===== src/rtl/tetris_input_pkg.sv =====
// Shared types and default tuning for the player-input front end.
// Latency: n/a (types, constants and a pure next-state helper).
// Backpressure: n/a.
package tetris_input_pkg;

   typedef enum logic [1:0] {
      CENTER = 2'd0,
      LEFT   = 2'd1,
      RIGHT  = 2'd2
   } axis_state_t;

   // Defaults shared with tetris_top (50 MHz system clock)
   localparam int unsigned DEF_ADC_W         = 12;
   localparam int unsigned DEF_NUM_BTN       = 3;
   localparam int unsigned DEF_DEBOUNCE_CYC  = 500_000;
   localparam int unsigned DEF_LO_ON         = 1121;
   localparam int unsigned DEF_LO_OFF        = 1250;
   localparam int unsigned DEF_HI_OFF        = 2050;
   localparam int unsigned DEF_HI_ON         = 2179;
   localparam int unsigned DEF_DAS_DELAY_CYC = 8_000_000;
   localparam int unsigned DEF_DAS_RPT_CYC   = 2_500_000;

   // Hysteretic axis decision; all compares are unsigned on a zero-extended sample.
   // A direct LEFT<->RIGHT swing is checked before the return-to-centre band.
   function automatic axis_state_t axis_next(
      input axis_state_t cur,
      input logic [31:0] adc,
      input logic [31:0] lo_on,
      input logic [31:0] lo_off,
      input logic [31:0] hi_off,
      input logic [31:0] hi_on
   );
      axis_state_t nxt;
      nxt = cur;
      case (cur)
         CENTER: begin
            if (adc < lo_on)       nxt = LEFT;
            else if (adc > hi_on)  nxt = RIGHT;
         end
         LEFT: begin
            if (adc > hi_on)       nxt = RIGHT;
            else if (adc >= lo_off) nxt = CENTER;
         end
         RIGHT: begin
            if (adc < lo_on)       nxt = LEFT;
            else if (adc <= hi_off) nxt = CENTER;
         end
         default: nxt = CENTER;
      endcase
      return nxt;
   endfunction

endpackage


===== src/rtl/input_debounce.sv =====
// One pushbutton: 2-FF synchroniser, stability counter, registered press pulse.
// Latency: raw edge -> o_level/o_press = 2 + DEBOUNCE_CYC + 1 cycles.
// Backpressure: none; free-running, press is a 1-cycle strobe.
module input_debounce #(
   parameter int unsigned DEBOUNCE_CYC = 500_000
) (
   input  logic i_clk,
   input  logic i_reset,
   input  logic i_btn_n,
   output logic o_level,
   output logic o_press
);

   localparam int unsigned      DB_W    = $clog2(DEBOUNCE_CYC + 1);
   localparam logic [DB_W-1:0]  DB_LAST = DB_W'(DEBOUNCE_CYC - 1);

   logic            r_sync1;
   logic            r_sync2;
   logic            r_state;    // debounced, 1 = pressed
   logic            r_level;    // registered copy driving the output
   logic            r_press;
   logic [DB_W-1:0] r_cnt;

   // Synchronise, count consecutive disagreeing samples, flip after DEBOUNCE_CYC of them
   always_ff @(posedge i_clk) begin
      if (i_reset) begin
         r_sync1 <= 1'b1;
         r_sync2 <= 1'b1;
         r_state <= 1'b0;
         r_level <= 1'b0;
         r_press <= 1'b0;
         r_cnt   <= '0;
      end else begin
         r_sync1 <= i_btn_n;
         r_sync2 <= r_sync1;
         r_level <= r_state;
         // Rising debounced state only; release is silent
         r_press <= r_state & ~r_level;
         if (r_sync2 == ~r_state) begin
            r_cnt <= '0;
         end else if (r_cnt == DB_LAST) begin
            r_state <= ~r_state;
            r_cnt   <= '0;
         end else begin
            r_cnt <= r_cnt + DB_W'(1);
         end
      end
   end

   assign o_level = r_level;
   assign o_press = r_press;

endmodule


===== src/rtl/tetris_input_ctrl.sv =====
// Player-input front end: debounced buttons plus joystick axis -> discrete move pulses with auto-repeat.
// Latency: adc_valid -> first move pulse 1 cycle; buttons 2 + DEBOUNCE_CYC + 1 cycles.
// Backpressure: none; outputs are 1-cycle strobes, enable=0 squashes moves and centres the axis.
module tetris_input_ctrl
   import tetris_input_pkg::*;
#(
   parameter int unsigned ADC_W         = DEF_ADC_W,
   parameter int unsigned NUM_BTN       = DEF_NUM_BTN,
   parameter int unsigned DEBOUNCE_CYC  = DEF_DEBOUNCE_CYC,
   parameter int unsigned LO_ON         = DEF_LO_ON,
   parameter int unsigned LO_OFF        = DEF_LO_OFF,
   parameter int unsigned HI_OFF        = DEF_HI_OFF,
   parameter int unsigned HI_ON         = DEF_HI_ON,
   parameter int unsigned DAS_DELAY_CYC = DEF_DAS_DELAY_CYC,
   parameter int unsigned DAS_RPT_CYC   = DEF_DAS_RPT_CYC
) (
   input  logic               i_clk,
   input  logic               i_reset,
   input  logic               i_enable,
   input  logic [ADC_W-1:0]   i_adc_value,
   input  logic               i_adc_valid,
   input  logic [NUM_BTN-1:0] i_btn_n,
   output logic [NUM_BTN-1:0] o_btn_level,
   output logic [NUM_BTN-1:0] o_btn_press,
   output logic               o_move_left,
   output logic               o_move_right,
   output logic               o_dir_active
);

   localparam int unsigned      DAS_MAX    = (DAS_DELAY_CYC > DAS_RPT_CYC) ? DAS_DELAY_CYC : DAS_RPT_CYC;
   localparam int unsigned      DAS_W      = $clog2(DAS_MAX + 1);
   localparam logic [DAS_W-1:0] DAS_LOAD   = DAS_W'(DAS_DELAY_CYC - 1);
   localparam logic [DAS_W-1:0] DAS_RELOAD = DAS_W'(DAS_RPT_CYC - 1);

   // Parameter sanity: threshold ordering and non-zero timings
   if (!((LO_ON < LO_OFF) && (LO_OFF <= HI_OFF) && (HI_OFF < HI_ON))) begin : g_bad_thresholds
      $error("tetris_input_ctrl: need LO_ON < LO_OFF <= HI_OFF < HI_ON");
   end
   if ((DEBOUNCE_CYC < 1) || (DAS_DELAY_CYC < 1) || (DAS_RPT_CYC < 1)) begin : g_bad_timing
      $error("tetris_input_ctrl: DEBOUNCE_CYC, DAS_DELAY_CYC, DAS_RPT_CYC must be >= 1");
   end
   if ((ADC_W < 1) || (ADC_W > 32)) begin : g_bad_adc_w
      $error("tetris_input_ctrl: ADC_W must be 1..32");
   end

   // One debouncer per button; not gated by enable so pause still works while paused
   for (genvar g = 0; g < NUM_BTN; g++) begin : g_btn
      input_debounce #(
         .DEBOUNCE_CYC (DEBOUNCE_CYC)
      ) u_debounce (
         .i_clk   (i_clk),
         .i_reset (i_reset),
         .i_btn_n (i_btn_n[g]),
         .o_level (o_btn_level[g]),
         .o_press (o_btn_press[g])
      );
   end

   axis_state_t      r_state;
   logic [DAS_W-1:0] r_das_cnt;
   logic             r_move_left;
   logic             r_move_right;
   logic             r_dir_active;
   axis_state_t      w_next;
   logic [31:0]      w_adc_ext;

   assign w_adc_ext = 32'(i_adc_value);

   // Axis only re-evaluates on a fresh ADC sample
   always_comb begin
      w_next = r_state;
      if (i_adc_valid) begin
         w_next = axis_next(r_state, w_adc_ext, LO_ON, LO_OFF, HI_OFF, HI_ON);
      end
   end

   // Axis FSM with DAS: pulse on entry, first repeat after DAS_DELAY_CYC, then every DAS_RPT_CYC
   always_ff @(posedge i_clk) begin
      if (i_reset || !i_enable) begin
         r_state      <= CENTER;
         r_das_cnt    <= '0;
         r_move_left  <= 1'b0;
         r_move_right <= 1'b0;
         r_dir_active <= 1'b0;
      end else begin
         r_move_left  <= 1'b0;
         r_move_right <= 1'b0;
         r_state      <= w_next;
         r_dir_active <= (w_next != CENTER);
         if (w_next == CENTER) begin
            r_das_cnt <= '0;
         end else if (w_next != r_state) begin
            // New direction (from centre or a direct swing): fire it alone and restart DAS
            r_das_cnt    <= DAS_LOAD;
            r_move_left  <= (w_next == LEFT);
            r_move_right <= (w_next == RIGHT);
         end else if (r_das_cnt == '0) begin
            r_das_cnt    <= DAS_RELOAD;
            r_move_left  <= (r_state == LEFT);
            r_move_right <= (r_state == RIGHT);
         end else begin
            r_das_cnt <= r_das_cnt - DAS_W'(1);
         end
      end
   end

   assign o_move_left  = r_move_left;
   assign o_move_right = r_move_right;
   assign o_dir_active = r_dir_active;

endmodule


===== config.mk =====
export PLATFORM = sky130hd
export DESIGN_NAME = tetris_input_ctrl
export DESIGN_NICKNAME = d
export VERILOG_FILES = /design/src/rtl/tetris_input_pkg.sv /design/src/rtl/input_debounce.sv /design/src/rtl/tetris_input_ctrl.sv
export SDC_FILE = /design/constraint.sdc
export NUM_CORES = 1
export LEC_CHECK = 0
export ABC_CLOCK_PERIOD_IN_PS = 2770
export CORE_MARGIN = 1
export CORE_UTILIZATION = 50
export DETAILED_ROUTE_END_ITERATION = 10
export GPL_ROUTABILITY_DRIVEN = 0
export PLACE_DENSITY = 0.66
export SLEW_MARGIN = 20
export SYNTH_ARGS = -nofsm -noshare
export SYNTH_HDL_FRONTEND = slang
export SYNTH_HIERARCHICAL = 1
export SYNTH_SLANG_ARGS = --single-unit

===== constraint.sdc =====
create_clock -name i_clk -period 2.77 [get_ports i_clk]
set_input_delay 0.831 -clock i_clk [delete_from_list [all_inputs] [get_ports i_clk]]
set_output_delay 0.831 -clock i_clk [all_outputs]
set_load 0.005 [all_outputs]

==> impl_metrics.toml, run 1 <==
[power]
peakVddDrop_v = 0.0002430
p_leak_nw = 1.796
p_per_area_nw_per_um2 = 539.4

[final_layout]
final_common_cell = "dfxtp_1"
layout.nets = 581
syn_to_final_growth_pct = 15.66
mostFrequentLayoutCells = "dfxtp_1 (100), nor2_1 (73), xnor2_1 (40), nand2_1 (31), clkdlybuf4s50_1 (27)"
antenna_cells = 0
drive_gt1_share_pct = 16.70
fillers = 776

[sta]
period_minus_slack_ns = 2.671
fmax_mhz = 374.4
fin_skew_ns = 0.01593
slew_viol_final = 0
fin_crit_sh_pct = 96.43
relSlewSlack_pct = 47.53
rsz0062_at_grt = "no"
whs_ns = 0.4123
worst_pin_slew_ns = 0.7870
finalSetupViolations = 0
hold_viol = 0
fin_ws_ns = 0.09898

[clock_tree]
clockRootBuffer = "clkbuf_8"
cts_tree = "built"
path_clk_slew_ns = 0.09
cts_hold_buf = 0
worstSkewPairLatency_ns = 0.37
clock_sinks = 100
max-clock-path-buffers = 2
cts_buffers = 9
cts_htree_levels = 3

[placement]
io_buffer_count = 27
place_ws_ns = -0.3170
hpwl_um = 6133

[yosys]
yosysTopAreaCellShare_pct = 42.98
ys_seq_area_share_pct = 42.98
synth_edf_count = 0
syn_nets = 529
synth_area_um2 = 4658
avgSynthCellArea_um2 = 9.206
synthFlopType = "dfxtp_1"
synth.distinct_cells = 63
synthCells = 506
yosysTopAreaCell = "dfxtp_1"
synthArstFlopShare_pct = 0
yosys_warnings = 6
ys_ff_latch = 100
ys_top_cells_by_area = "dfxtp_1 (43%), xnor2_1 (7.5%), nor2_1 (5.9%), xor2_1 (3.8%), nand2_1 (2.5%)"

[worst_setup_path]
critPathLaunch = "i_adc_value[4]"
cp-end-kind = "register"
critical_path_class = "input port to register"
slowest_delay_ns = 0.54
critPathMaxFanout = 7
start_kind = "input port"
slowest_stage = "or4_4"
crit_required_ns = 3.06
worstPathArrival_ns = 2.96
cp_cell_sequence = "clkdlybuf4s50_1 -> or4_4 -> o21a_1 -> o21ba_4 -> and4b_1 -> buf_4 -> nand2_2 -> nor3_1"
path_buf_inv = 2
reg2reg_from = "r_das_cnt[7]"
crit_family = "simple AND/OR/NAND/NOR gates"

[global_routing]
grt_use_total_pct = 19.03
grt_max_degree = 20
grt_pass1_wl_um = 14950
overflow = 0
grt_pass1_vias = 3326
antenna_found_initial = 0

[outcome]
violations = "design-rule violations"
outcome = "complete, but fails checks"

[floorplanning]
pin_count = 28
die_h_um = 98.52
core_um2 = 8891
start_util_pct = 52.39
die-area_um2 = 9706
rows = 34
die_w_um = 98.52

[routing]
drtPass1Iterations = 10
wl_um = 8680
via_per_inst = 5.392
wl_per_cell_um = 12.94
drc = 5
antenna_left = 0
drt_iter0_markers = 127
dr_total_vias = 3618

[worst_hold_path]
hp-class = "register to register"
hp-start = "g_btn[2].u_debounce/o_level"

[job]
maxCapViolations = 0
-- registers in the layout, summed over array words and instances (netlist names) --
signal	cells
g_btn.u_debounce/o_level	3
g_btn.u_debounce/o_press	3
g_btn.u_debounce/r_cnt	57
g_btn.u_debounce/r_state	3
g_btn.u_debounce/r_sync1	3
g_btn.u_debounce/r_sync2	3
o_dir_active	1
o_move_left	1
o_move_right	1
r_das_cnt	23
r_state	2
-- cell type report --
cell class | count | area (um2) | area share (%)
Inverter | 16 | 60.06 | 1.115
Timing Repair Buffer | 50 | 455.4 | 8.453
Clock buffer | 10 | 137.6 | 2.555
Sequential cell | 100 | 2002 | 37.16
Clock inverter | 6 | 51.30 | 0.9522
Tap cell | 108 | 135.1 | 2.508
Multi-Input combinational cell | 381 | 2546 | 47.26
-- worst reg2reg max path, cell delays in order, from the launching register on --
cell and delay (ns):
dfxtp_1 0.34, or4_4 0.58, nand2b_4 0.19, nor3_4 0.24, nand3_2 0.24, or3_1 0.36
a21oi_1 0.17
-- synthesized netlist by cell type (all sizes together) (2+ instances only) --
master and n:
a21oi 30, and2 3, and3 5, and4 3
buf 5, clkbuf 4, dfxtp 100, ha 4
inv 16, mux2 3, nand2 32, nand2b 4
nand3 23, nand3b 2, nand4 16, nor2 74
nor2b 7, nor3 24, nor3b 5, nor4 18
nor4bb 3, o21ai 12, o21ba 2, o31ai 6
or2 9, or3 11, or4 11, xnor2 40
xor2 20
-- per-layer routing --
layer	track usage [%]	part of all wire (%)	vias up
met4	4.822	0.56	0
li1	-	-	1893
met2	29.36	44	45
met1	25.64	51	1675
met3	6.454	4.3	5
met5	0	0	-
-- power breakdown --
group | total [mW] | internal (mW) | switching (mW)
combinational | 0.513 | 0.233 | 0.280
clock | 0.894 | 0.368 | 0.526
sequential | 1.50 | 1.47 | 0.0306
total | 2.91 | 2.07 | 0.837
-- worst paths after layout --
kind                                      end  slack [ns]  cells past startpoint
hold / removal    g_btn[2].u_debounce/o_press        0.41                      1
hold reg to reg   g_btn[2].u_debounce/o_press        0.41                      1
setup / recovery                r_das_cnt[14]         0.1                      8
setup reg to reg                 o_move_right        0.58                      6
-- what timing repair did --
action | in CTS | in global routing
buffers inserted | 0 | 1
endpoints found under the setup margin | 0 | 10
gates resized for setup | 0 | 3
endpoints found under the hold margin | 0 | 0
-- metrics by stage --
step / util, % / std cells / TNS, ns / cell area, um2 / power, mW
detailed placement: 58.20 / 654 / -5.661 / 5175 / 2.043
finish: 60.60 / 671 / 0 / 5388 / 2.906
global placement: 58.20 / 654 / -4.466 / 5175 / 2.035
floorplan: - / 506 / 0 / 4658 / 1.929
CTS: 60.33 / 670 / 0 / 5364 / 2.948
global route: 60.60 / 671 / 0 / 5388 / 3.065
-- cell families after synthesis --
kind of cell	after synthesis	synth area share [%]
xor gates and xnor gates	60	11.28
muxes	4	0.9401
and+or+nand+nor	253	31.83
DFF	100	42.98
buffers and inverters	25	2.713
AOI/OAI and AO/OA	60	9.187
adders and majority gates	4	1.074
No activity file was read; power rests on OpenSTA's default activity.
==> inputs of run 2 (changes only) <==
--- a/config.mk
+++ b/config.mk
@@ -5,7 +5,6 @@
 export SDC_FILE = /design/constraint.sdc
 export NUM_CORES = 1
 export LEC_CHECK = 0
-export ABC_CLOCK_PERIOD_IN_PS = 2770
 export CORE_MARGIN = 1
 export CORE_UTILIZATION = 50
 export DETAILED_ROUTE_END_ITERATION = 10
==> constraint.sdc (replaced) <==
create_clock -name i_clk -period 2.91 [get_ports i_clk]
set_input_delay 0.873 -clock i_clk [delete_from_list [all_inputs] [get_ports i_clk]]
set_output_delay 0.873 -clock i_clk [all_outputs]
set_load 0.005 [all_outputs]
==> impl_metrics.toml, run 2 (synthesis gave the netlist of run 1 again) <==
[final_layout]
syn_to_final_growth_pct = 15.63
stdcell_count = 669
layout.nets = 579
drive_gt1_share_pct = 15.86
antenna_cells = 0
regMostFlops = "g_btn.u_debounce/r_cnt"
post-route-util_pct = 60.58
reg_top3 = "g_btn.u_debounce/r_cnt (57), r_das_cnt (23)"
final_common_cell = "dfxtp_1"
seqCellArea_um2 = 2002
multi_input_area_um2 = 2530
fillers = 786
mostFrequentLayoutCells = "dfxtp_1 (100), nor2_1 (73), xnor2_1 (40), nand2_1 (31), clkdlybuf4s50_1 (27)"
final_cell_area_um2 = 5386
largest_reg_flops = 57

[power]
sw_frac_of_total_pct = 26.74
combPwrFrac_pct = 16.9
seqPwrFrac_pct = 50.0
p_leak_nw = 1.786
peakVddDrop_v = 0.0003182
finalPower_mw = 2.852
p_per_area_nw_per_um2 = 529.5
p_int_mw = 2.089
switchingPower_uw = 762.8
pwr-share-clk_pct = 33.0

[clock_tree]
cts_htree_levels = 3
worstSkewPairLatency_ns = 0.36
postCtsSetupBuffers = 0
cts_hold_buf = 0
max-clock-path-buffers = 2
cts_buffers = 9
clockRootBuffer = "clkbuf_8"
clock_sinks = 100
path_clk_slew_ns = 0.09
cts_tree = "built"
cts.repair.resized = 0

[worst_setup_path]
crit_family = "simple AND/OR/NAND/NOR gates"
critPathMaxFanout = 16
path_buf_inv = 2
critical_path_class = "input port to register"
slowest_stage = "or4_1"
start_kind = "input port"
slowest_delay_ns = 0.56
cp-end-kind = "register"
cp_cell_sequence = "clkdlybuf4s50_1 -> or4_1 -> a21oi_1 -> nor3_1 -> nor3_2 -> nor2_4 -> buf_12 -> a2111oi_2"
worstPathArrival_ns = 3.01
crit_required_ns = 3.17

[sta]
fin_skew_ns = 0.01609
rsz0062_at_grt = "no"
whs_ns = 0.4125
slew_viol_final = 0
setup_tns_ns = 0
finalSetupViolations = 0
period_minus_slack_ns = 2.749
worst_pin_slew_ns = 0.7911
relSlewSlack_pct = 46.57
fin_crit_sh_pct = 94.46
hold_viol = 0
fin_ws_ns = 0.1613
fmax_mhz = 363.8

[placement]
io_buffer_count = 27
place_ws_ns = -0.1758
dp_cells = 653
hpwl_um = 6259
placed_area_um2 = 5167

[outcome]
violations = "design-rule violations"
outcome = "complete, but fails checks"

[floorplanning]
rows = 34
start_util_pct = 52.39
die_w_um = 98.52
die_h_um = 98.52
die-area_um2 = 9706
pin_count = 28
core_um2 = 8891

[routing]
antenna_left = 0
dr_total_vias = 3660
via_per_inst = 5.471
wl_um = 8638
wl_per_cell_um = 12.91
drt_iter0_markers = 102
drc = 6
drtPass1Iterations = 7

[global_routing]
grt_pass1_wl_um = 14910
grt_pass1_vias = 3338
antenna_found_initial = 0
grt_use_total_pct = 18.79
overflow = 0
grt_max_degree = 20

[worst_hold_path]
hp-class = "register to register"

[job]
maxCapViolations = 0
-- run 2: cell count changes in the layout (fill, tap and decap cells not counted), sizes merged --
cell	delta
clkinvlp	+2
clkbuf	+2
inv	-3
bufinv	+1
clkinv	-2
buf	-2
-- run 2: routing by layer --
metal | up-vias | share of wire, % | track usage (%)
met4 | 0 | 0.69 | 4.363
met5 | - | 0 | 0
met2 | 52 | 46 | 30.99
met1 | 1719 | 49 | 24.46
met3 | 6 | 4.3 | 5.319
li1 | 1883 | - | -
-- run 2: power by group through the flow --
| stage | registers [mW] | logic (mW) | clock network [mW] |
|---|---|---|---|
| 2_1_floorplan | 1.45 | 0.384 | 0 |
| 3_5_place_dp | 1.46 | 0.486 | 0 |
| 4_1_cts | 1.43 | 0.490 | 0.977 |
| 3_3_place_gp | 1.46 | 0.478 | 0 |
| 6_report | 1.43 | 0.483 | 0.942 |
| 5_1_grt | 1.43 | 0.537 | 1.04 |
-- run 2: layout make-up --
type,instances,share of cell area [%]
multi-input combinational,381,46.97
tap,108,2.509
clock inverter,4,0.9988
sequential,100,37.17
inverter,16,1.115
clock buffer,12,3.066
timing repair buffer,48,8.177
-- run 2: path summary, 6_finish.rpt --
check	cells past startpoint	slack, ns	start	endpoint
worst min-delay path	1	0.41	g_btn[2].u_debounce/o_level	g_btn[2].u_debounce/o_press
worst max register to register	6	0.71	r_das_cnt[7]	o_move_right
worst min register to register	1	0.41	g_btn[2].u_debounce/o_level	g_btn[2].u_debounce/o_press
worst max-delay path	8	0.16	i_adc_value[4]	r_das_cnt[13]
